## src/rtl/hazard_stall_ctrl.sv

```systemverilog
// hazard_stall_ctrl: stall/flush interlock for the 5-stage LEGv8 pipeline.
// Catches the operand hazards that EX-stage forwarding cannot hide (load-use, CBZ operand
// dependence), flushes IFID on a taken branch and freezes the whole pipe on a data-memory
// wait. Define STALL_PERF_CNT_EN to add the stall_cycles / flush_count counters.
module hazard_stall_ctrl #(
  parameter int unsigned ZERO_REG    = 31,
  parameter int unsigned MEM_TIMEOUT = 255,
  parameter int unsigned CNT_W       = 32
) (
  input  logic             clk,
  input  logic             rst_n,
  input  logic [4:0]       ifid_rn,
  input  logic [4:0]       ifid_rm,
  input  logic [4:0]       ifid_rd,
  input  logic             ifid_uses_rn,
  input  logic             ifid_uses_rm,
  input  logic             ifid_is_store,
  input  logic             ifid_is_cbz,
  input  logic             idex_regwrite,
  input  logic             idex_memread,
  input  logic [4:0]       idex_rd,
  input  logic             exmem_memread,
  input  logic [4:0]       exmem_rd,
  input  logic             mem_req,
  input  logic             mem_ready,
  input  logic             branch_taken,
  output logic             pc_write,
  output logic             ifid_write,
  output logic             idex_bubble,
  output logic             ifid_flush,
  output logic             pipe_freeze,
`ifdef STALL_PERF_CNT_EN
  output logic [CNT_W-1:0] stall_cycles,
  output logic [CNT_W-1:0] flush_count,
`endif
  output logic             mem_timeout
);

  // Wait counter is at least 8 bits, wider only if MEM_TIMEOUT needs it.
  localparam int unsigned WaitW = ($clog2(MEM_TIMEOUT + 1) > 8) ? $clog2(MEM_TIMEOUT + 1) : 8;
  localparam logic [WaitW-1:0] TimeoutVal = WaitW'(MEM_TIMEOUT);
  localparam logic [WaitW-1:0] TimeoutM1  = WaitW'(MEM_TIMEOUT - 1);
  localparam logic [4:0]       ZeroReg    = 5'(ZERO_REG);

  if (MEM_TIMEOUT == 0 || CNT_W == 0) begin : gen_param_check
    $error("hazard_stall_ctrl: MEM_TIMEOUT and CNT_W must be at least 1");
  end

  typedef enum logic [1:0] {
    StRun     = 2'd0,
    StStall   = 2'd1,
    StMemWait = 2'd2
  } state_e;

  state_e           state_q, state_d;
  state_e           saved_q, saved_d;   // state to resume once the memory wait ends
  logic [1:0]       scnt_q, scnt_d;
  logic [WaitW-1:0] wait_cnt_q, wait_cnt_d;
  logic             timeout_q, timeout_d;

  logic       rd_read;
  logic       idex_rd_nz;
  logic       exmem_rd_nz;
  logic       idex_match;
  logic       cbz_idex;
  logic       cbz_exmem;
  logic [1:0] need;
  logic       freeze;
  logic       flush_now;
  state_e     eff_state;
  logic       stall_now;

  // Source matching. XZR reads as zero and is never written, so it never creates a hazard.
  assign rd_read     = ifid_is_store | ifid_is_cbz;
  assign idex_rd_nz  = (idex_rd != ZeroReg);
  assign exmem_rd_nz = (exmem_rd != ZeroReg);
  assign idex_match  = idex_rd_nz &
                       ((ifid_uses_rn & (idex_rd == ifid_rn)) |
                        (ifid_uses_rm & (idex_rd == ifid_rm)) |
                        (rd_read      & (idex_rd == ifid_rd)));
  assign cbz_idex    = ifid_is_cbz & idex_rd_nz  & (idex_rd == ifid_rd);
  assign cbz_exmem   = ifid_is_cbz & exmem_rd_nz & (exmem_rd == ifid_rd);

  // Required stall count: the largest of all hazard rules that fire.
  always_comb begin
    need = 2'd0;
    if ((idex_memread & idex_match) ||
        (cbz_idex & idex_regwrite & !idex_memread) ||
        (cbz_exmem & exmem_memread)) begin
      need = 2'd1;
    end
    // CBZ resolves in ID, so a load feeding it must reach WB first.
    if (cbz_idex & idex_memread) begin
      need = 2'd2;
    end
  end

  assign freeze    = mem_req & !mem_ready;
  assign flush_now = branch_taken & !freeze;

  // Once the wait clears, the interlock carries on exactly where it was frozen.
  assign eff_state = (state_q == StMemWait) ? saved_q : state_q;

  // Last STALL cycle (scnt==0) releases the held instruction; all its bubbles are already in.
  assign stall_now = ((eff_state == StRun) && (need != 2'd0)) ||
                     ((eff_state == StStall) && (scnt_q != 2'd0));

  // Next-state logic: freeze > branch flush > stall.
  always_comb begin
    state_d = state_q;
    saved_d = saved_q;
    scnt_d  = scnt_q;
    if (freeze) begin
      state_d = StMemWait;
      if (state_q != StMemWait) begin
        saved_d = state_q;
      end
    end else if (branch_taken) begin
      // Taken branch squashes whatever was being stalled.
      state_d = StRun;
      scnt_d  = 2'd0;
    end else if (eff_state == StRun) begin
      if (need != 2'd0) begin
        state_d = StStall;
        scnt_d  = need - 2'd1;
      end else begin
        state_d = StRun;
      end
    end else begin
      if (scnt_q == 2'd0) begin
        state_d = StRun;
      end else begin
        state_d = StStall;
        scnt_d  = scnt_q - 2'd1;
      end
    end
  end

  // Consecutive wait-cycle counter and sticky timeout flag.
  always_comb begin
    wait_cnt_d = wait_cnt_q;
    timeout_d  = timeout_q;
    if (freeze) begin
      if (wait_cnt_q != TimeoutVal) begin
        wait_cnt_d = wait_cnt_q + WaitW'(1);
      end
      if (wait_cnt_q >= TimeoutM1) begin
        timeout_d = 1'b1;
      end
    end else begin
      wait_cnt_d = '0;
    end
  end

  // Pipeline control outputs; reset forces a flushed, non-advancing pipe.
  always_comb begin
    pc_write    = 1'b1;
    ifid_write  = 1'b1;
    idex_bubble = 1'b0;
    ifid_flush  = 1'b0;
    pipe_freeze = 1'b0;
    if (!rst_n) begin
      pc_write    = 1'b0;
      ifid_write  = 1'b0;
      idex_bubble = 1'b1;
      ifid_flush  = 1'b1;
    end else if (freeze) begin
      pipe_freeze = 1'b1;
      pc_write    = 1'b0;
      ifid_write  = 1'b0;
    end else if (branch_taken) begin
      ifid_flush  = 1'b1;
      idex_bubble = 1'b1;
    end else if (stall_now) begin
      pc_write    = 1'b0;
      ifid_write  = 1'b0;
      idex_bubble = 1'b1;
    end
  end

  assign mem_timeout = rst_n & timeout_q;

  // State, stall counter, saved state and wait tracking registers.
  always_ff @(posedge clk or negedge rst_n) begin
    if (!rst_n) begin
      state_q    <= StRun;
      saved_q    <= StRun;
      scnt_q     <= 2'd0;
      wait_cnt_q <= '0;
      timeout_q  <= 1'b0;
    end else begin
      state_q    <= state_d;
      saved_q    <= saved_d;
      scnt_q     <= scnt_d;
      wait_cnt_q <= wait_cnt_d;
      timeout_q  <= timeout_d;
    end
  end

`ifdef STALL_PERF_CNT_EN
  logic [CNT_W-1:0] stall_cnt_q;
  logic [CNT_W-1:0] flush_cnt_q;

  // Saturating perf counters: real stall bubbles and taken-branch flushes.
  always_ff @(posedge clk or negedge rst_n) begin
    if (!rst_n) begin
      stall_cnt_q <= '0;
      flush_cnt_q <= '0;
    end else begin
      if (idex_bubble && !ifid_flush && !(&stall_cnt_q)) begin
        stall_cnt_q <= stall_cnt_q + CNT_W'(1);
      end
      if (flush_now && !(&flush_cnt_q)) begin
        flush_cnt_q <= flush_cnt_q + CNT_W'(1);
      end
    end
  end

  assign stall_cycles = stall_cnt_q;
  assign flush_count  = flush_cnt_q;
`else
  // Perf counters are compiled out; flush_now is only needed by them.
  logic unused_flush_now;
  assign unused_flush_now = flush_now;
`endif

endmodule
```

## config.mk

```make
export PLATFORM = sky130hd
export DESIGN_NAME = hazard_stall_ctrl
export DESIGN_NICKNAME = d
export VERILOG_FILES = /design/src/rtl/hazard_stall_ctrl.sv
export SDC_FILE = /design/constraint.sdc
export NUM_CORES = 1
export LEC_CHECK = 0
export CORE_MARGIN = 10
export CORE_UTILIZATION = 43
export CTS_BUF_LIST = sky130_fd_sc_hd__clkbuf_4 sky130_fd_sc_hd__clkbuf_8 sky130_fd_sc_hd__clkbuf_16
export DETAILED_ROUTE_END_ITERATION = 7
export PLACE_DENSITY = 0.89
export SYNTH_ARGS = -nofsm -noshare
export SYNTH_HDL_FRONTEND = slang
export SYNTH_SLANG_ARGS = --single-unit
```

## constraint.sdc

```tcl
create_clock -name clk -period 2.7 [get_ports clk]
set_input_delay 0.675 -clock clk [delete_from_list [all_inputs] [get_ports clk]]
set_output_delay 0.675 -clock clk [all_outputs]
set_load 0.005 [all_outputs]
```

; After elaboration in Yosys (flattened, before gate mapping)
; Index checks and enable logic that the tools add are counted.
; Widths: inputs -> output; s select.
[totals]
register_bits = 15
latchBits = 0
ram_bits = 0
rom_bits = 0
input_bits = 37
output_inout_bits = 6
word_cells = 82
n_memories = 0
[classes]
n_addsub = 3
multipliers = 0
div = 0
magnitude_cmp = 1
eq_ne = 13
shifts = 0
mux = 27
bitwise = 19
reduce_logical = 14
[op_table]
columns = cell, count
row1 = $eq 5x5->1, 4
row2 = $mux 2, 9
row3 = $mux 1, 16
row4 = $mux 8, 2
row5 = $and 1x1->1, 15
row6 = $ne 5x5->1 const B, 2
row7 = $add 8x1->8 const B, 1
row8 = $ge 8x8->1 const B, 1
row9 = $ne 8x8->1 const B, 1
row10 = $logic_not 2->1, 2
row11 = $reduce_and 2->1, 2
row12 = $reduce_bool 2->1, 2
row13 = $sub 2x1->2 const B, 2
row14 = $logic_or 1x1->1, 3
row15 = $ne 3x2->1 const B, 1
row16 = $ne 3x3->1 const B, 1
row17 = $or 1x1->1, 3
row18 = $reduce_and 3->1, 1
row19 = $eq 2x1->1 const B, 1
row20 = $eq 2x2->1 const B, 1
row21 = $logic_and 1x1->1, 2
row22 = $logic_not 1->1, 2
row23 = $ne 2x1->1 const B, 1
row24 = $ne 2x2->1 const B, 1
row25 = $not 1->1, 1

; Depth between registers and ports, before layout
; Gate-level depths: netlist of run 1.
[logic_depth]
ltp_word = 17
ltp_mapped = 7
depth_no_buf = 7

; Worst setup path after synthesis of run 1
; OpenSTA, ideal clock, no wires.
[synth_timing]
kind = input port to output port
startpoint = input port ifid_rd[0]
endpoint = output port pc_write
t_arrival_ps = 1983
t_required_ps = 2025
path_slack_ps = 42
cell_stages = 7
n_path_buf = 1
cell_sequence = and2_1 a21oi_2 nor4_2 a311oi_2 a211oi_1 a211oi_1 buf_4
[synth_between]
elab_chain_cells = 16
elab_cells_between_ends = 23
classes_between = 2 x eq/ne / 6 x mux / 10 x bitwise / 5 x reduce/logical
[synth_rtl]
columns = element, line
row1 = "start, declared", 14  ; input logic [4:0] ifid_rd,
row2 = $eq 5x5->1, "80, 81"
row3 = $and 1x1->1, 80  ; (rd_read & (idex_rd == ifid_rd)));
row4 = $or 1x1->1, 79  ; (ifid_uses_rm & (idex_rd == ifid_rm)) |
row5 = $and 1x1->1, 77  ; assign idex_match = idex_rd_nz &
row6 = $and 1x1->1, 87  ; if ((idex_memread & idex_match) ||
row7 = $logic_or 1x1->1, 87
row8 = $logic_or 1x1->1, 88  ; (cbz_idex & idex_regwrite & !idex_memread) ||
row9 = $mux 1, 87
row10 = $mux 2 (*), 93  ; if (cbz_idex & idex_memread) begin
row11 = $reduce_bool 2->1 (*), 105  ; assign stall_now = ((eff_state == StRun) && (need != 2'd0)) ||
row12 = $logic_and 1x1->1 (*), 105
row13 = $logic_or 1x1->1 (*), 105
row14 = $mux 1 (*) (4 in a row), -
row15 = "end, declared", 27  ; output logic pc_write,
; Mark *: on every way between the ends. The rest lies on a longest branch, timed or not.

; Final worst setup path of run 1
[layout_timing]
startpoint = input port idex_rd[4]
endpoint = output port idex_bubble
[layout_between]
elab_chain_cells = 17
elab_cells_between_ends = 27
classes_between = 4 x eq/ne / 6 x mux / 12 x bitwise / 5 x reduce/logical
[layout_rtl]
columns = element, line
row1 = "start, declared", 21  ; input logic [4:0] idex_rd,
row2 = "$eq 5x5->1, on equally long branches", "78, 79"
row3 = "$and 1x1->1, on equally long branches", "78, 79"
row4 = $or 1x1->1, 78  ; ((ifid_uses_rn & (idex_rd == ifid_rn)) |
row5 = $or 1x1->1, 79
row6 = $and 1x1->1, 77
row7 = $and 1x1->1, 87
row8 = $logic_or 1x1->1, 87
row9 = $logic_or 1x1->1, 88
row10 = $mux 1, 87
row11 = $mux 2 (*), 93
row12 = $reduce_bool 2->1 (*), 105
row13 = $logic_and 1x1->1 (*), 105
row14 = $logic_or 1x1->1 (*), 105
row15 = $mux 1 (*), 174  ; end else if (stall_now) begin
row16 = $mux 1 (*), 171  ; end else if (branch_taken) begin
row17 = $mux 1 (*), 167  ; end else if (freeze) begin
row18 = $mux 1 (*), 162  ; if (!rst_n) begin
row19 = "end, declared", 29  ; output logic idex_bubble,
; Marks and branches as above.

==> report_table.html, run 1 <==
<table>
<tr><th>Metric</th><th>Value</th></tr>
<tr><th colspan="2">GRT</th></tr>
<tr><td>Vias in the first global route</td><td>1293</td></tr>
<tr><td>Congestion Overflow GR</td><td>0</td></tr>
<tr><td>Largest net degree at the start of global routing</td><td>9</td></tr>
<tr><td>Number of antenna violations at the first check in global routing</td><td>0</td></tr>
<tr><td>GR Util All Layers</td><td>0.1362</td></tr>
<tr><td>First-pass GRT wire length</td><td>5927 um</td></tr>
<tr><th colspan="2">Cells and area</th></tr>
<tr><td>Sequential cell area in the final layout</td><td>375.4 um^2</td></tr>
<tr><td>Antenna diode count</td><td>0</td></tr>
<tr><td>Final cell area excluding filler cells</td><td>1919 um^2</td></tr>
<tr><td>P&amp;R area growth vs syn</td><td>72.55%</td></tr>
<tr><td>Util after Layout</td><td>0.7747</td></tr>
<tr><td>Area of the multi-input gates</td><td>850.8 um^2</td></tr>
<tr><td>Layout cell share with drive strength beyond 1</td><td>0.3515</td></tr>
<tr><td>Most frequent cells in the layout</td><td>19 x buf_4, 17 x nor2_1, 15 x dfrtp_1, 13 x dlygate4sd2_1, 11 x buf_6</td></tr>
<tr><td>Most frequent standard cell in the layout excluding fill and tap cells</td><td>buf_4</td></tr>
<tr><td>Final net count</td><td>242</td></tr>
<tr><td>Post-route non-filler standard cell count</td><td>around 230</td></tr>
<tr><td>Fill count</td><td>154</td></tr>
<tr><th colspan="2">Power</th></tr>
<tr><td>Worst vdd ir</td><td>306.6 uV</td></tr>
<tr><td>Standby leakage power</td><td>about 0.9 nW</td></tr>
<tr><td>Sw frac</td><td>0.2900</td></tr>
<tr><td>Clock share of power</td><td>0.224</td></tr>
<tr><td>Internal power summed over all cells</td><td>0.0004228 W</td></tr>
<tr><td>Comb pwr share</td><td>0.375</td></tr>
<tr><td>Cell area power density</td><td>310.3 nW/um^2</td></tr>
<tr><td>Post-layout power</td><td>0.0005956 W</td></tr>
<tr><td>Sequential power share</td><td>0.400</td></tr>
<tr><td>Switching power total</td><td>0.0001727 W</td></tr>
<tr><th colspan="2">Critical path</th></tr>
<tr><td>Critical Path AT</td><td>2.24 ns</td></tr>
<tr><td>Worst reg2reg path depth</td><td>7</td></tr>
<tr><td>Source of the worst register-to-register timing path</td><td>wait_cnt_q[0]</td></tr>
<tr><td>Largest stage delay on the critical path</td><td>approximately 0.29 ns</td></tr>
<tr><td>Largest fanout on the critical path</td><td>4</td></tr>
<tr><td>R2R Path End</td><td>wait_cnt_q[7]</td></tr>
<tr><td>Worst setup path startpoint</td><td>idex_rd[4]</td></tr>
<tr><td>Required @ worst endpoint</td><td>approximately 2.0 ns</td></tr>
<tr><td>Critical path endpoint</td><td>idex_bubble</td></tr>
<tr><td>Setup Crit Path Kind</td><td>in -&gt; out</td></tr>
<tr><td>Slowest cell on the critical path</td><td>a311oi_4</td></tr>
<tr><td>Type of element launching the critical path</td><td>primary input</td></tr>
<tr><td>Critical Path Sink Type</td><td>output pin</td></tr>
<tr><td>Critical-path cell list</td><td>buf_6 &gt; nand4_1 &gt; a21oi_2 &gt; nor4_4 &gt; a311oi_4 &gt; nand2b_1 &gt; buf_4 &gt; a211o_1 &gt; buf_2</td></tr>
<tr><td>Minimum setup slack among reg-to-reg paths</td><td>approximately 0.99 ns</td></tr>
<tr><th colspan="2">STA</th></tr>
<tr><td>Unrepaired setup endpoints after global routing</td><td>true</td></tr>
<tr><td>Total of endpoints with negative setup slack in the final report</td><td>3</td></tr>
<tr><td>Maximum operating frequency</td><td>approximately 340 MHz</td></tr>
<tr><td>Rel. slew slack</td><td>0.6772</td></tr>
<tr><td>Portion of the clock cycle consumed by the worst path in the final layout</td><td>1.079</td></tr>
<tr><td>Worst-Margin Slew</td><td>roughly 0.47 ns</td></tr>
<tr><td>Worst-case clock skew</td><td>0.003337 ns</td></tr>
<tr><td>Final Worst Setup Slack</td><td>-0.2132 ns</td></tr>
<tr><td>Final Hold Viols</td><td>0</td></tr>
<tr><td>Min cycle time layout</td><td>2.913 ns</td></tr>
<tr><td>Max Transition Viols Final</td><td>0</td></tr>
<tr><th colspan="2">Routing</th></tr>
<tr><td>Total detailed-routing wirelength</td><td>3911 um</td></tr>
<tr><td>Iter 0 DRT Violations</td><td>108</td></tr>
<tr><td>Via count normalized by instance count</td><td>5.599</td></tr>
<tr><td>Residual DRC</td><td>0</td></tr>
<tr><td>Remaining number of nets flagged by the antenna check after routing</td><td>0</td></tr>
<tr><td>Number of vias after detailed routing</td><td>1299</td></tr>
<tr><td>Wire length per cell</td><td>16.86 um</td></tr>
<tr><td>1st-pass router iterations</td><td>4</td></tr>
<tr><th colspan="2">Clock network</th></tr>
<tr><td>Number of clock sinks</td><td>15</td></tr>
<tr><td>Cell at the root of the clock tree</td><td>clkbuf_4</td></tr>
<tr><td>Clock tree from TritonCTS</td><td>built</td></tr>
<tr><td>Register clock-pin slew on the reported worst setup and hold paths</td><td>0.08 ns</td></tr>
<tr><td>CTS buffer count</td><td>3</td></tr>
<tr><td>Maximum level of the CTS H-tree</td><td>1</td></tr>
<tr><td>Later-pin clock latency in the skew report</td><td>about 0.28 ns</td></tr>
<tr><td>Clock Tree Buf Depth</td><td>2</td></tr>
<tr><th colspan="2">Hold path</th></tr>
<tr><td>Worst min-delay path class</td><td>reg -&gt; reg</td></tr>
<tr><td>Worst min-delay path startpoint</td><td>timeout_q</td></tr>
<tr><th colspan="2">Die</th></tr>
<tr><td>Starting density of the core</td><td>0.4490</td></tr>
<tr><td>Die Width</td><td>roughly 71 um</td></tr>
<tr><td>Floorplan die area</td><td>5021 um^2</td></tr>
<tr><td>Die Y-Extent</td><td>70.86 um</td></tr>
<tr><td>Std-Cell Core Area</td><td>2477 um^2</td></tr>
<tr><td>Ports</td><td>43</td></tr>
<tr><td>Number of rows created at floorplan</td><td>18</td></tr>
<tr><th colspan="2">Synth</th></tr>
<tr><td>Most frequently used flop master after synthesis</td><td>dfrtp_1</td></tr>
<tr><td>Synth Instances</td><td>around 130</td></tr>
<tr><td>Cell area after technology mapping</td><td>1112 um^2</td></tr>
<tr><td>Part of the Yosys area used for sequential elements</td><td>0.3375</td></tr>
<tr><td>Cell variety after synth</td><td>34</td></tr>
<tr><td>Mean instance size in the synthesized netlist</td><td>8.491 um^2</td></tr>
<tr><td>Yosys synthesis warning count</td><td>0</td></tr>
<tr><td>Post-Syn Nets</td><td>170</td></tr>
<tr><td>Asr flop ratio synth</td><td>1.000</td></tr>
<tr><td>Register bit count reported by yosys</td><td>15</td></tr>
<tr><td>Number of enable flip-flop cells after synthesis</td><td>0</td></tr>
<tr><th colspan="2">Place</th></tr>
<tr><td>Routability Congestion</td><td>0.8568</td></tr>
<tr><td>Number of cells after detailed placement</td><td>222</td></tr>
<tr><td>Dpl hpwl</td><td>2915 um</td></tr>
<tr><td>IO Port Bufs</td><td>42</td></tr>
<tr><td>Post-place instance area</td><td>approximately 1700 um^2</td></tr>
<tr><th colspan="2">Run status</th></tr>
<tr><td>Failing checks</td><td>negative setup slack</td></tr>
<tr><td>Status</td><td>complete, but fails checks</td></tr>
<tr><th colspan="2">Job</th></tr>
<tr><td>Max_cap viols</td><td>0</td></tr>
</table>
power groups by stage:
stage / Clock (W) / Sequential [W] / Combinational, W
after floorplan: 0 / 0.000240 / 0.0000722
after global placement: 0 / 0.000242 / 0.000182
after detailed placement: 0 / 0.000242 / 0.000190
after CTS: 0.000137 / 0.000238 / 0.000192
after global routing: 0.000145 / 0.000239 / 0.000238
final: 0.000134 / 0.000238 / 0.000224
worst min-delay path by stage:
stage                      end  slack (ns)  cells past startpoint
finish               timeout_q        0.50                      1
global route         timeout_q        0.53                      1
CTS                  timeout_q        0.49                      1
detailed placement   timeout_q        0.47                      1
global placement     timeout_q        0.45                      1
floorplan           saved_q[0]        0.38                      0
cells by family after synthesis:
family,after synthesis,share of synthesized area
compound gates,29,0.1879
xor+xnor,22,0.1732
fa+ha+maj,2,0.02249
buf+inv,9,0.03375
flops,15,0.3375
simple gates,54,0.2452
per-stage QoR:
step	worst slack (ns)	hold WS [ns]	TNS, ns
CTS	-0.2254	0.4944	-0.6354
detailed placement	-1.083	0.4711	-3.198
floorplan	0.04197	0.3794	0
global route	-0.2919	0.5316	-0.8665
global placement	-0.9478	0.4491	-2.826
finish	-0.2132	0.4966	-0.6112
flip-flops by register name (all words and copies together), names as in the netlist:
name and flops:
wait_cnt_q 8, state_q 2, timeout_q 1, saved_q 2, scnt_q 2
cell usage after synthesis, types with 2 or more instances:
master      n  area, um^2
nand3_1     5       25.02
a31oi_1     2       12.51
a21oi_1     2       10.01
and3_1      3       18.77
inv_1       6       22.52
a211oi_1    4       30.03
a21boi_0    2       15.01
clkbuf_1    2       7.510
and2_1      3       18.77
dfrtp_1    15       375.4
nor3_1      2       10.01
o2111ai_1   2       17.52
nand2_1     9       33.78
o21ai_0     7       35.03
nand4_1     8       50.05
ha_1        2       25.02
nand2b_1    3       18.77
xor2_1      3       26.28
nor2_1     17       63.81
xnor2_1    19       166.4
a211o_1     2       17.52
cell type report:
class,count,area share
Tap cell,30,0.01956
Multi-Input combinational cell,107,0.4433
Timing Repair Buffer,70,0.3142
Sequential cell,15,0.1956
Clock buffer,4,0.01565
Inverter,6,0.01173
timing repair:
item | 4_1_cts | 5_1_grt
buffers inserted | 4 | 2
endpoints found under the setup margin | 5 | 5
pin swaps | 26 | 16
gates cloned | 0 | 0
hold buffers | 0 | 0
resized for setup | 103 | 30
worst max-delay path: cells and delay by family:
kind / cells / cell delay [ns]
AOI/OAI and AO/OA: 3 / 0.79
buffers and inverters: 3 / 0.37
and+or+nand+nor: 3 / 0.39
per-layer routing:
metal  vias up  GRT usage  routed length, um
met5         -          0                  0
met4         0    0.03656                 51
met3         6    0.05579                260
met2        52     0.2453               2092
met1       626     0.1418               1507
li1        615          -                  -
Power figures use the tool's default switching activity.
==> inputs of run 2 (changes only) <==
- CORE_MARGIN: 10 -> 1.5
==> report_table.html, run 2 (synthesis gave the netlist of run 1 again) <==
<table>
<tr><th>Metric</th><th>Value</th></tr>
<tr><th colspan="2">Power</th></tr>
<tr><td>Cell area power density</td><td>322.0 nW/um^2 (+3.8%)</td></tr>
<tr><td>Worst vdd ir</td><td>274.7 uV (-10%)</td></tr>
<tr><td>Standby leakage power</td><td>0.8593 nW (-6.0%)</td></tr>
<tr><th colspan="2">Cells and area</th></tr>
<tr><td>Fill count</td><td>165 (+7.1%)</td></tr>
<tr><td>Antenna diode count</td><td>0 (unchanged)</td></tr>
<tr><td>Max reg flops</td><td>8 (unchanged)</td></tr>
<tr><td>Final net count</td><td>231 (-4.5%)</td></tr>
<tr><td>Largest register by flop count</td><td>wait_cnt_q</td></tr>
<tr><td>Final cell area excluding filler cells</td><td>1834 um^2 (-4.4%)</td></tr>
<tr><td>P&amp;R area growth vs syn</td><td>64.90%</td></tr>
<tr><td>Layout cell share with drive strength beyond 1</td><td>0.3560 (+0.004536)</td></tr>
<tr><td>Most frequent cells in the layout</td><td>17 x nor2_1, 15 x buf_4, 15 x dfrtp_1, 11 x xnor2_2, 10 x dlygate4sd2_1</td></tr>
<tr><td>Util after Layout</td><td>0.7472 (-0.02755)</td></tr>
<tr><td>Most frequent standard cell in the layout excluding fill and tap cells</td><td>nor2_1</td></tr>
<tr><th colspan="2">GRT</th></tr>
<tr><td>Largest net degree at the start of global routing</td><td>10 (+1)</td></tr>
<tr><td>First-pass GRT wire length</td><td>5865 um (-1.0%)</td></tr>
<tr><td>Number of antenna violations at the first check in global routing</td><td>0 (unchanged)</td></tr>
<tr><td>Congestion Overflow GR</td><td>0 (unchanged)</td></tr>
<tr><td>Vias in the first global route</td><td>1394 (+7.8%)</td></tr>
<tr><td>GR Util All Layers</td><td>0.2839 (+0.1477)</td></tr>
<tr><th colspan="2">Die</th></tr>
<tr><td>Die Width</td><td>53.86 um (-24%)</td></tr>
<tr><td>Ports</td><td>43 (unchanged)</td></tr>
<tr><td>Die Y-Extent</td><td>53.86 um (-24%)</td></tr>
<tr><td>Floorplan die area</td><td>2901 um^2 (-42%)</td></tr>
<tr><td>Number of rows created at floorplan</td><td>18 (unchanged)</td></tr>
<tr><td>Std-Cell Core Area</td><td>2455 um^2 (-0.91%)</td></tr>
<tr><td>Starting density of the core</td><td>0.4531 (+0.004119)</td></tr>
<tr><th colspan="2">Hold path</th></tr>
<tr><td>Worst min-delay path class</td><td>in -&gt; async</td></tr>
<tr><th colspan="2">Critical path</th></tr>
<tr><td>Stages on worst setup path</td><td>10 (+1)</td></tr>
<tr><td>Slowest cell on the critical path</td><td>a211oi_2</td></tr>
<tr><td>Largest fanout on the critical path</td><td>3 (-1)</td></tr>
<tr><td>Setup Crit Path Kind</td><td>in -&gt; out</td></tr>
<tr><td>Worst reg2reg path depth</td><td>4 (-3)</td></tr>
<tr><td>Minimum setup slack among reg-to-reg paths</td><td>1.04 ns (+0.05 ns)</td></tr>
<tr><td>Critical-path cell list</td><td>buf_8 &gt; buf_6 &gt; xnor2_2 &gt; nand4_1 &gt; nor4_2 &gt; a311oi_2 &gt; a211oi_2 &gt; a211oi_2 &gt; buf_4 &gt; buf_6</td></tr>
<tr><td>Critical Path Sink Type</td><td>output pin</td></tr>
<tr><td>Largest stage delay on the critical path</td><td>0.32 ns (+0.03 ns)</td></tr>
<tr><td>Critical Path AT</td><td>2.17 ns (-0.07 ns)</td></tr>
<tr><td>Cell type group with the largest total delay on the critical path</td><td>compound AO/OA/AOI/OAI gates</td></tr>
<tr><td>Count of buffering cells on the critical path with inverters included</td><td>4 (+1)</td></tr>
<tr><td>Source of the worst register-to-register timing path</td><td>saved_q[0]</td></tr>
<tr><td>Critical path endpoint</td><td>ifid_write</td></tr>
<tr><td>Worst setup path startpoint</td><td>idex_rd[4]</td></tr>
<tr><td>R2R Path End</td><td>state_q[0]</td></tr>
<tr><td>Type of element launching the critical path</td><td>primary input</td></tr>
<tr><td>Required @ worst endpoint</td><td>2.03 ns (about the same)</td></tr>
<tr><th colspan="2">Routing</th></tr>
<tr><td>1st-pass router iterations</td><td>4 (unchanged)</td></tr>
<tr><td>Total detailed-routing wirelength</td><td>3736 um (-4.5%)</td></tr>
<tr><td>Residual DRC</td><td>0 (unchanged)</td></tr>
<tr><td>Number of vias after detailed routing</td><td>1300 (+0.077%)</td></tr>
<tr><td>Remaining number of nets flagged by the antenna check after routing</td><td>0 (unchanged)</td></tr>
<tr><td>Via count normalized by instance count</td><td>5.882 (+5.1%)</td></tr>
<tr><td>Iter 0 DRT Violations</td><td>47 (-56%)</td></tr>
<tr><td>Wire length per cell</td><td>16.90 um (+0.28%)</td></tr>
<tr><th colspan="2">STA</th></tr>
<tr><td>Worst-Margin Slew</td><td>0.4219 ns (-0.05016 ns)</td></tr>
<tr><td>Total Negative Setup Slacks</td><td>-0.2814 ns (+0.3297 ns)</td></tr>
<tr><td>Final Worst Setup Slack</td><td>-0.1417 ns (+0.07141 ns)</td></tr>
<tr><td>Unrepaired setup endpoints after global routing</td><td>true</td></tr>
<tr><td>Final Hold Viols</td><td>0 (unchanged)</td></tr>
<tr><td>Worst-case clock skew</td><td>0.009016 ns (+0.005679 ns)</td></tr>
<tr><td>Max Transition Viols Final</td><td>0 (unchanged)</td></tr>
<tr><td>Portion of the clock cycle consumed by the worst path in the final layout</td><td>1.052 (-0.02645)</td></tr>
<tr><td>Total of endpoints with negative setup slack in the final report</td><td>3 (unchanged)</td></tr>
<tr><td>Rel. slew slack</td><td>0.7115 (+0.03430)</td></tr>
<tr><td>Min cycle time layout</td><td>2.842 ns (-0.07141 ns)</td></tr>
<tr><td>Maximum operating frequency</td><td>351.9 MHz (+2.5%)</td></tr>
<tr><th colspan="2">Clock network</th></tr>
<tr><td>Later-pin clock latency in the skew report</td><td>0.28 ns (about the same)</td></tr>
<tr><td>Cell at the root of the clock tree</td><td>clkbuf_4</td></tr>
<tr><td>Register clock-pin slew on the reported worst setup and hold paths</td><td>0.10 ns (+0.02 ns)</td></tr>
<tr><td>CTS buffer count</td><td>3 (unchanged)</td></tr>
<tr><td>Maximum level of the CTS H-tree</td><td>1 (unchanged)</td></tr>
<tr><td>Clock tree from TritonCTS</td><td>built</td></tr>
<tr><td>Clock Tree Buf Depth</td><td>2 (unchanged)</td></tr>
<tr><td>Number of clock sinks</td><td>15 (unchanged)</td></tr>
<tr><th colspan="2">Place</th></tr>
<tr><td>Dpl hpwl</td><td>2660 um (-8.8%)</td></tr>
<tr><td>IO Port Bufs</td><td>42 (unchanged)</td></tr>
<tr><td>Post-place instance area</td><td>1660 um^2 (-3.5%)</td></tr>
<tr><td>Routability Congestion</td><td>0.7972 (-7.0%)</td></tr>
<tr><th colspan="2">Job</th></tr>
<tr><td>Max_cap viols</td><td>0 (unchanged)</td></tr>
<tr><th colspan="2">Run status</th></tr>
<tr><td>Status</td><td>complete, but fails checks</td></tr>
<tr><td>Failing checks</td><td>negative setup slack</td></tr>
</table>
==> run 2: cell types whose count changed in the layout (fill, tap and decap cells not counted), sizes merged <==
| cell | before | now |
|---|---|---|
| clkbuf | 8 | 10 |
| dlymetal6s2s | 3 | 2 |
| dlygate4sd2 | 13 | 10 |
| buf | 41 | 31 |
| clkdlybuf4s15 | 6 | 7 |
==> run 2: final cells by class <==
class / count / area, um^2 / share of cell area
multi-input cells: 107 / 850.8 / 0.4638
repair buffers: 59 / 515.5 / 0.2810
flip-flops and latches: 15 / 375.4 / 0.2046
well taps: 30 / 37.54 / 0.02046
clock buffers: 4 / 30.03 / 0.01637
inverters: 6 / 25.02 / 0.01364
==> run 2: where the power goes <==
part	total, W	leakage [nW]	internal, W	switching, W
Clock	0.000140	0.0184	0.0000674	0.0000722
Sequential	0.000239	0.207	0.000231	0.00000798
Combinational	0.000212	0.634	0.000116	0.0000967
Total	0.000591	0.859	0.000414	0.000177
==> run 2: worst min-delay path by stage <==
stage,from,end,slack (ns)
floorplan,rst_n,saved_q[0],0.38
global placement,timeout_q,timeout_q,0.45
detailed placement,timeout_q,timeout_q,0.49
CTS,timeout_q,timeout_q,0.51
global route,rst_n,scnt_q[0],0.41
finish,rst_n,scnt_q[0],0.41
==> run 2: metal layers <==
metal	share of wire	GRT usage	up-vias	routed length, um
li1	-	-	586	-
met1	0.33	0.2699	580	1220
met2	0.52	0.5467	105	1956
met3	0.090	0.04444	29	336
met4	0.060	0.1923	0	223
met5	0	0	-	0
==> run 2: timing repair <==
action                     CTS  global route
gates resized for setup    120            28
setup buffers                3             0
setup endpoints to repair    6             5
hold buffers                 0             0
pin swaps                   30            14
==> run 2: per-stage QoR <==
| stage | cells | setup WS (ns) | total power (W) | hold slack [ns] |
|---|---|---|---|---|
| 2_1_floorplan | 131 | 0.04197 | 0.0003124 | 0.3794 |
| 3_3_place_gp | 214 | -0.8970 | 0.0004147 | 0.4499 |
| 3_5_place_dp | 214 | -1.037 | 0.0004249 | 0.4885 |
| 4_1_cts | 221 | -0.1696 | 0.0005707 | 0.5106 |
| 5_1_grt | 221 | -0.1952 | 0.0006177 | 0.4122 |
| 6_report | 221 | -0.1417 | 0.0005906 | 0.4123 |
==> inputs of run 3 (changes only) <==
- ABC_AREA: default -> 1
- CAP_MARGIN: default -> 5
- CORE_UTILIZATION: 43 -> 44
- PLACE_DENSITY: 0.89 -> 0.88
==> report_table.html, run 3 <==
<table>
<tr><th>Metric</th><th>Value</th></tr>
<tr><th colspan="2">Die</th></tr>
<tr><td>Die Y-Extent</td><td>56.75 um (+5.4%)</td></tr>
<tr><td>Floorplan die area</td><td>3221 um^2 (+11%)</td></tr>
<tr><td>Std-Cell Core Area</td><td>2758 um^2 (+12%)</td></tr>
<tr><td>Die Width</td><td>56.75 um (+5.4%)</td></tr>
<tr><td>Starting density of the core</td><td>0.4610 (+0.007871)</td></tr>
<tr><td>Number of rows created at floorplan</td><td>19 (+1)</td></tr>
<tr><td>Ports</td><td>43 (unchanged)</td></tr>
<tr><th colspan="2">Critical path</th></tr>
<tr><td>Critical Path AT</td><td>1.94 ns (-0.23 ns)</td></tr>
<tr><td>Required @ worst endpoint</td><td>2.03 ns (about the same)</td></tr>
<tr><td>Critical-path cell list</td><td>dlygate4sd2_1 &gt; nand2_1 &gt; a21oi_2 &gt; nand3_1 &gt; nor2_1 &gt; nand3_1 &gt; nand2_1 &gt; inv_2 &gt; nand2_2 &gt; nand2_2 &gt; nand2_2 &gt; nand2_2 &gt; nand2_1 &gt; buf_2</td></tr>
<tr><td>Type of element launching the critical path</td><td>primary input</td></tr>
<tr><td>Slowest cell on the critical path</td><td>dlygate4sd2_1</td></tr>
<tr><td>Largest stage delay on the critical path</td><td>0.23 ns (-0.09 ns)</td></tr>
<tr><td>Minimum setup slack among reg-to-reg paths</td><td>1.06 ns (+0.02 ns)</td></tr>
<tr><td>Most Frequent Cell on Critical Path</td><td>nand2_2</td></tr>
<tr><td>Largest fanout on the critical path</td><td>3 (unchanged)</td></tr>
<tr><td>Setup Crit Path Kind</td><td>in -&gt; out</td></tr>
<tr><td>Critical Path Sink Type</td><td>output pin</td></tr>
<tr><th colspan="2">Synth</th></tr>
<tr><td>Most frequently used flop master after synthesis</td><td>dfrtp_1</td></tr>
<tr><td>Most used standard cell by instance count after synthesis</td><td>nand2_1</td></tr>
<tr><td>Synth Instances</td><td>205 (+56%)</td></tr>
<tr><td>Library cell occupying the most area in the post-synthesis netlist</td><td>dfrtp_1</td></tr>
<tr><td>Yosys synthesis warning count</td><td>0 (unchanged)</td></tr>
<tr><td>Ranking of synthesized cells by area</td><td>dfrtp_1 30%, nand2_1 20%, inv_1 9.4%, nor2_1 7.1%, nand3_1 5.5%</td></tr>
<tr><td>Cell area after technology mapping</td><td>1271 um^2 (+14%)</td></tr>
<tr><td>Post-Syn Nets</td><td>244 (+44%)</td></tr>
<tr><td>Area share of the largest cell type after synthesis</td><td>0.2953 (-0.04218)</td></tr>
<tr><td>Cell variety after synth</td><td>27 (-21%)</td></tr>
<tr><td>Register bit count reported by yosys</td><td>15 (unchanged)</td></tr>
<tr><td>Part of the Yosys area used for sequential elements</td><td>0.2953 (-0.04218)</td></tr>
<tr><td>Mean instance size in the synthesized netlist</td><td>6.201 um^2 (-27%)</td></tr>
<tr><td>Asr flop ratio synth</td><td>1.000 (unchanged)</td></tr>
<tr><td>Most common library cells after synthesis</td><td>67 x nand2_1, 32 x inv_1, 24 x nor2_1</td></tr>
<tr><td>Number of enable flip-flop cells after synthesis</td><td>0 (unchanged)</td></tr>
<tr><th colspan="2">Cells and area</th></tr>
<tr><td>Layout cell share with drive strength beyond 1</td><td>0.2837 (-0.07233)</td></tr>
<tr><td>Max reg flops</td><td>8 (unchanged)</td></tr>
<tr><td>Util after Layout</td><td>0.7151 (-0.03213)</td></tr>
<tr><td>P&amp;R area growth vs syn</td><td>55.12%</td></tr>
<tr><td>Most frequent cells in the layout</td><td>62 x nand2_1, 33 x buf_4, 31 x inv_1, 22 x nor2_1, 15 x dfrtp_1</td></tr>
<tr><td>Final net count</td><td>322 (+39%)</td></tr>
<tr><td>Largest register by flop count</td><td>wait_cnt_q</td></tr>
<tr><td>Most frequent standard cell in the layout excluding fill and tap cells</td><td>nand2_1</td></tr>
<tr><td>Fill count</td><td>218 (+32%)</td></tr>
<tr><td>Antenna diode count</td><td>0 (unchanged)</td></tr>
<tr><th colspan="2">STA</th></tr>
<tr><td>Unrepaired setup endpoints after global routing</td><td>true</td></tr>
<tr><td>Maximum operating frequency</td><td>382.0 MHz (+8.5%)</td></tr>
<tr><td>Final Hold Viols</td><td>0 (unchanged)</td></tr>
<tr><td>Rel. slew slack</td><td>0.7867 (+0.07521)</td></tr>
<tr><td>Worst-Margin Slew</td><td>0.3166 ns (-0.1053 ns)</td></tr>
<tr><td>Max Transition Viols Final</td><td>0 (unchanged)</td></tr>
<tr><td>Portion of the clock cycle consumed by the worst path in the final layout</td><td>0.9696 (-0.08286)</td></tr>
<tr><td>Min cycle time layout</td><td>2.618 ns (-0.2237 ns)</td></tr>
<tr><td>Total of endpoints with negative setup slack in the final report</td><td>0 (-3)</td></tr>
<tr><td>Worst-case clock skew</td><td>0.001173 ns (-0.007843 ns)</td></tr>
<tr><th colspan="2">Routing</th></tr>
<tr><td>Iter 0 DRT Violations</td><td>95 (+100%)</td></tr>
<tr><td>Residual DRC</td><td>0 (unchanged)</td></tr>
<tr><td>Number of vias after detailed routing</td><td>1641 (+26%)</td></tr>
<tr><td>Total detailed-routing wirelength</td><td>4181 um (+12%)</td></tr>
<tr><td>Via count normalized by instance count</td><td>5.243 (-11%)</td></tr>
<tr><td>1st-pass router iterations</td><td>4 (unchanged)</td></tr>
<tr><td>Wire length per cell</td><td>13.36 um (-21%)</td></tr>
<tr><td>Remaining number of nets flagged by the antenna check after routing</td><td>0 (unchanged)</td></tr>
<tr><th colspan="2">Place</th></tr>
<tr><td>Dpl hpwl</td><td>2718 um (+2.2%)</td></tr>
<tr><td>IO Port Bufs</td><td>42 (unchanged)</td></tr>
<tr><td>Routability Congestion</td><td>0.8610 (+8.0%)</td></tr>
<tr><th colspan="2">Power</th></tr>
<tr><td>Worst vdd ir</td><td>389.8 uV (+42%)</td></tr>
<tr><td>Post-layout power</td><td>0.0005960 W (+0.90%)</td></tr>
<tr><td>Cell area power density</td><td>302.2 nW/um^2 (-6.1%)</td></tr>
<tr><td>Standby leakage power</td><td>1.156 nW (+35%)</td></tr>
<tr><th colspan="2">Clock network</th></tr>
<tr><td>Cell at the root of the clock tree</td><td>clkbuf_4</td></tr>
<tr><td>CTS buffer count</td><td>3 (unchanged)</td></tr>
<tr><td>Clock Tree Buf Depth</td><td>2 (unchanged)</td></tr>
<tr><td>Maximum level of the CTS H-tree</td><td>1 (unchanged)</td></tr>
<tr><td>Number of hold buffers added after CTS</td><td>0 (unchanged)</td></tr>
<tr><td>Register clock-pin slew on the reported worst setup and hold paths</td><td>0.09 ns (about the same)</td></tr>
<tr><td>Later-pin clock latency in the skew report</td><td>0.29 ns (about the same)</td></tr>
<tr><td>Clock tree from TritonCTS</td><td>built</td></tr>
<tr><td>Number of clock sinks</td><td>15 (unchanged)</td></tr>
<tr><th colspan="2">GRT</th></tr>
<tr><td>Number of antenna violations at the first check in global routing</td><td>0 (unchanged)</td></tr>
<tr><td>GR Util All Layers</td><td>0.2669 (-0.01699)</td></tr>
<tr><td>Global-route met3 utilization</td><td>0.04839 (+0.003943)</td></tr>
<tr><td>Largest net degree at the start of global routing</td><td>10 (unchanged)</td></tr>
<tr><td>Congestion Overflow GR</td><td>0 (unchanged)</td></tr>
<tr><td>Vias in the first global route</td><td>1693 (+21%)</td></tr>
<tr><td>First-pass GRT wire length</td><td>6831 um (+16%)</td></tr>
<tr><td>Met1 usage in global routing</td><td>0.2911 (+0.02117)</td></tr>
<tr><td>Most utilized layer in the global route result</td><td>met2</td></tr>
<tr><td>Routing usage on met2</td><td>0.5033 (-0.04343)</td></tr>
<tr><th colspan="2">Hold path</th></tr>
<tr><td>Worst min-delay path class</td><td>in -&gt; async</td></tr>
<tr><th colspan="2">Run status</th></tr>
<tr><td>Status</td><td>completed</td></tr>
<tr><th colspan="2">Job</th></tr>
<tr><td>Max_cap viols</td><td>0 (unchanged)</td></tr>
</table>
-- run 3: cell count changes after synthesis, sizes merged, moves of 5 or more --
cell   previous run  this run
nor2             17        27
nand4             8         3
xnor2            19         3
nand3             5        14
nand2             9        72
inv               6        38
-- run 3: worst paths after layout --
kind / from / endpoint / cells past startpoint
setup / recovery: ifid_is_cbz / idex_bubble / 14
hold / removal: rst_n / scnt_q[0] / 2
setup reg to reg: wait_cnt_q[1] / wait_cnt_q[7] / 8
hold reg to reg: timeout_q / timeout_q / 1
max in group asynchronous: rst_n / timeout_q / 3
min in group clk: timeout_q / timeout_q / 1
-- run 3: logic make-up after synthesis --
logic type	count (synthesis)	share of synthesized area
and+or+nand+nor	121	0.4163
DFF	15	0.2953
buffers and inverters	40	0.1270
AOI/OAI and AO/OA	22	0.1073
xor gates and xnor gates	5	0.03446
adders and majority gates	2	0.01968
-- run 3: what timing repair did --
item,in CTS,in global routing
setup endpoints to repair,4,9
buffers inserted,17,2
pin swaps,17,25
gates resized for setup,42,40
-- run 3: metrics by stage --
step                setup WS [ns]  std cells   TNS (ns)  instance area [um^2]  hold WS, ns
floorplan                  0.4658        205          0                  1271       0.3794
global placement          -0.5694        290     -1.713                  1817       0.4619
detailed placement        -0.6538        290     -1.925                  1817       0.4669
CTS                      0.002229        311          0                  1944       0.4896
global route            -0.004326        313  -0.005873                  1972       0.4753
finish                    0.08197        313          0                  1972       0.4654
-- run 3: routing by layer --
layer / wire length (um) / up-vias
li1: - / 789
met1: 1671 / 762
met2: 2194 / 74
met3: 210 / 16
met4: 105 / 0
met5: 0 / -
-- run 3: layout make-up --
type / instances / area [um^2] / share of cell area
tap: 31 / 38.79 / 0.01967
clock buffer: 3 / 22.52 / 0.01142
timing repair buffer: 75 / 614.3 / 0.3115
clock inverter: 1 / 5.005 / 0.002538
multi-input combinational: 150 / 773.2 / 0.3921
inverter: 38 / 142.6 / 0.07234
sequential: 15 / 375.4 / 0.1904
-- run 3: power by group --
| group | internal, W | switching (W) | total [W] | leakage [nW] |
|---|---|---|---|---|
| clock | 0.0000552 | 0.0000779 | 0.000133 | 0.0177 |
| sequential | 0.000237 | 0.0000105 | 0.000247 | 0.203 |
| combinational | 0.000101 | 0.000114 | 0.000216 | 0.936 |
-- run 3: critical path: cells and delay by family --
kind	cells	cell delay (ns)
buffers and inverters	3	0.40
AOI/OAI and AO/OA	1	0.10
and+or+nand+nor	10	0.77
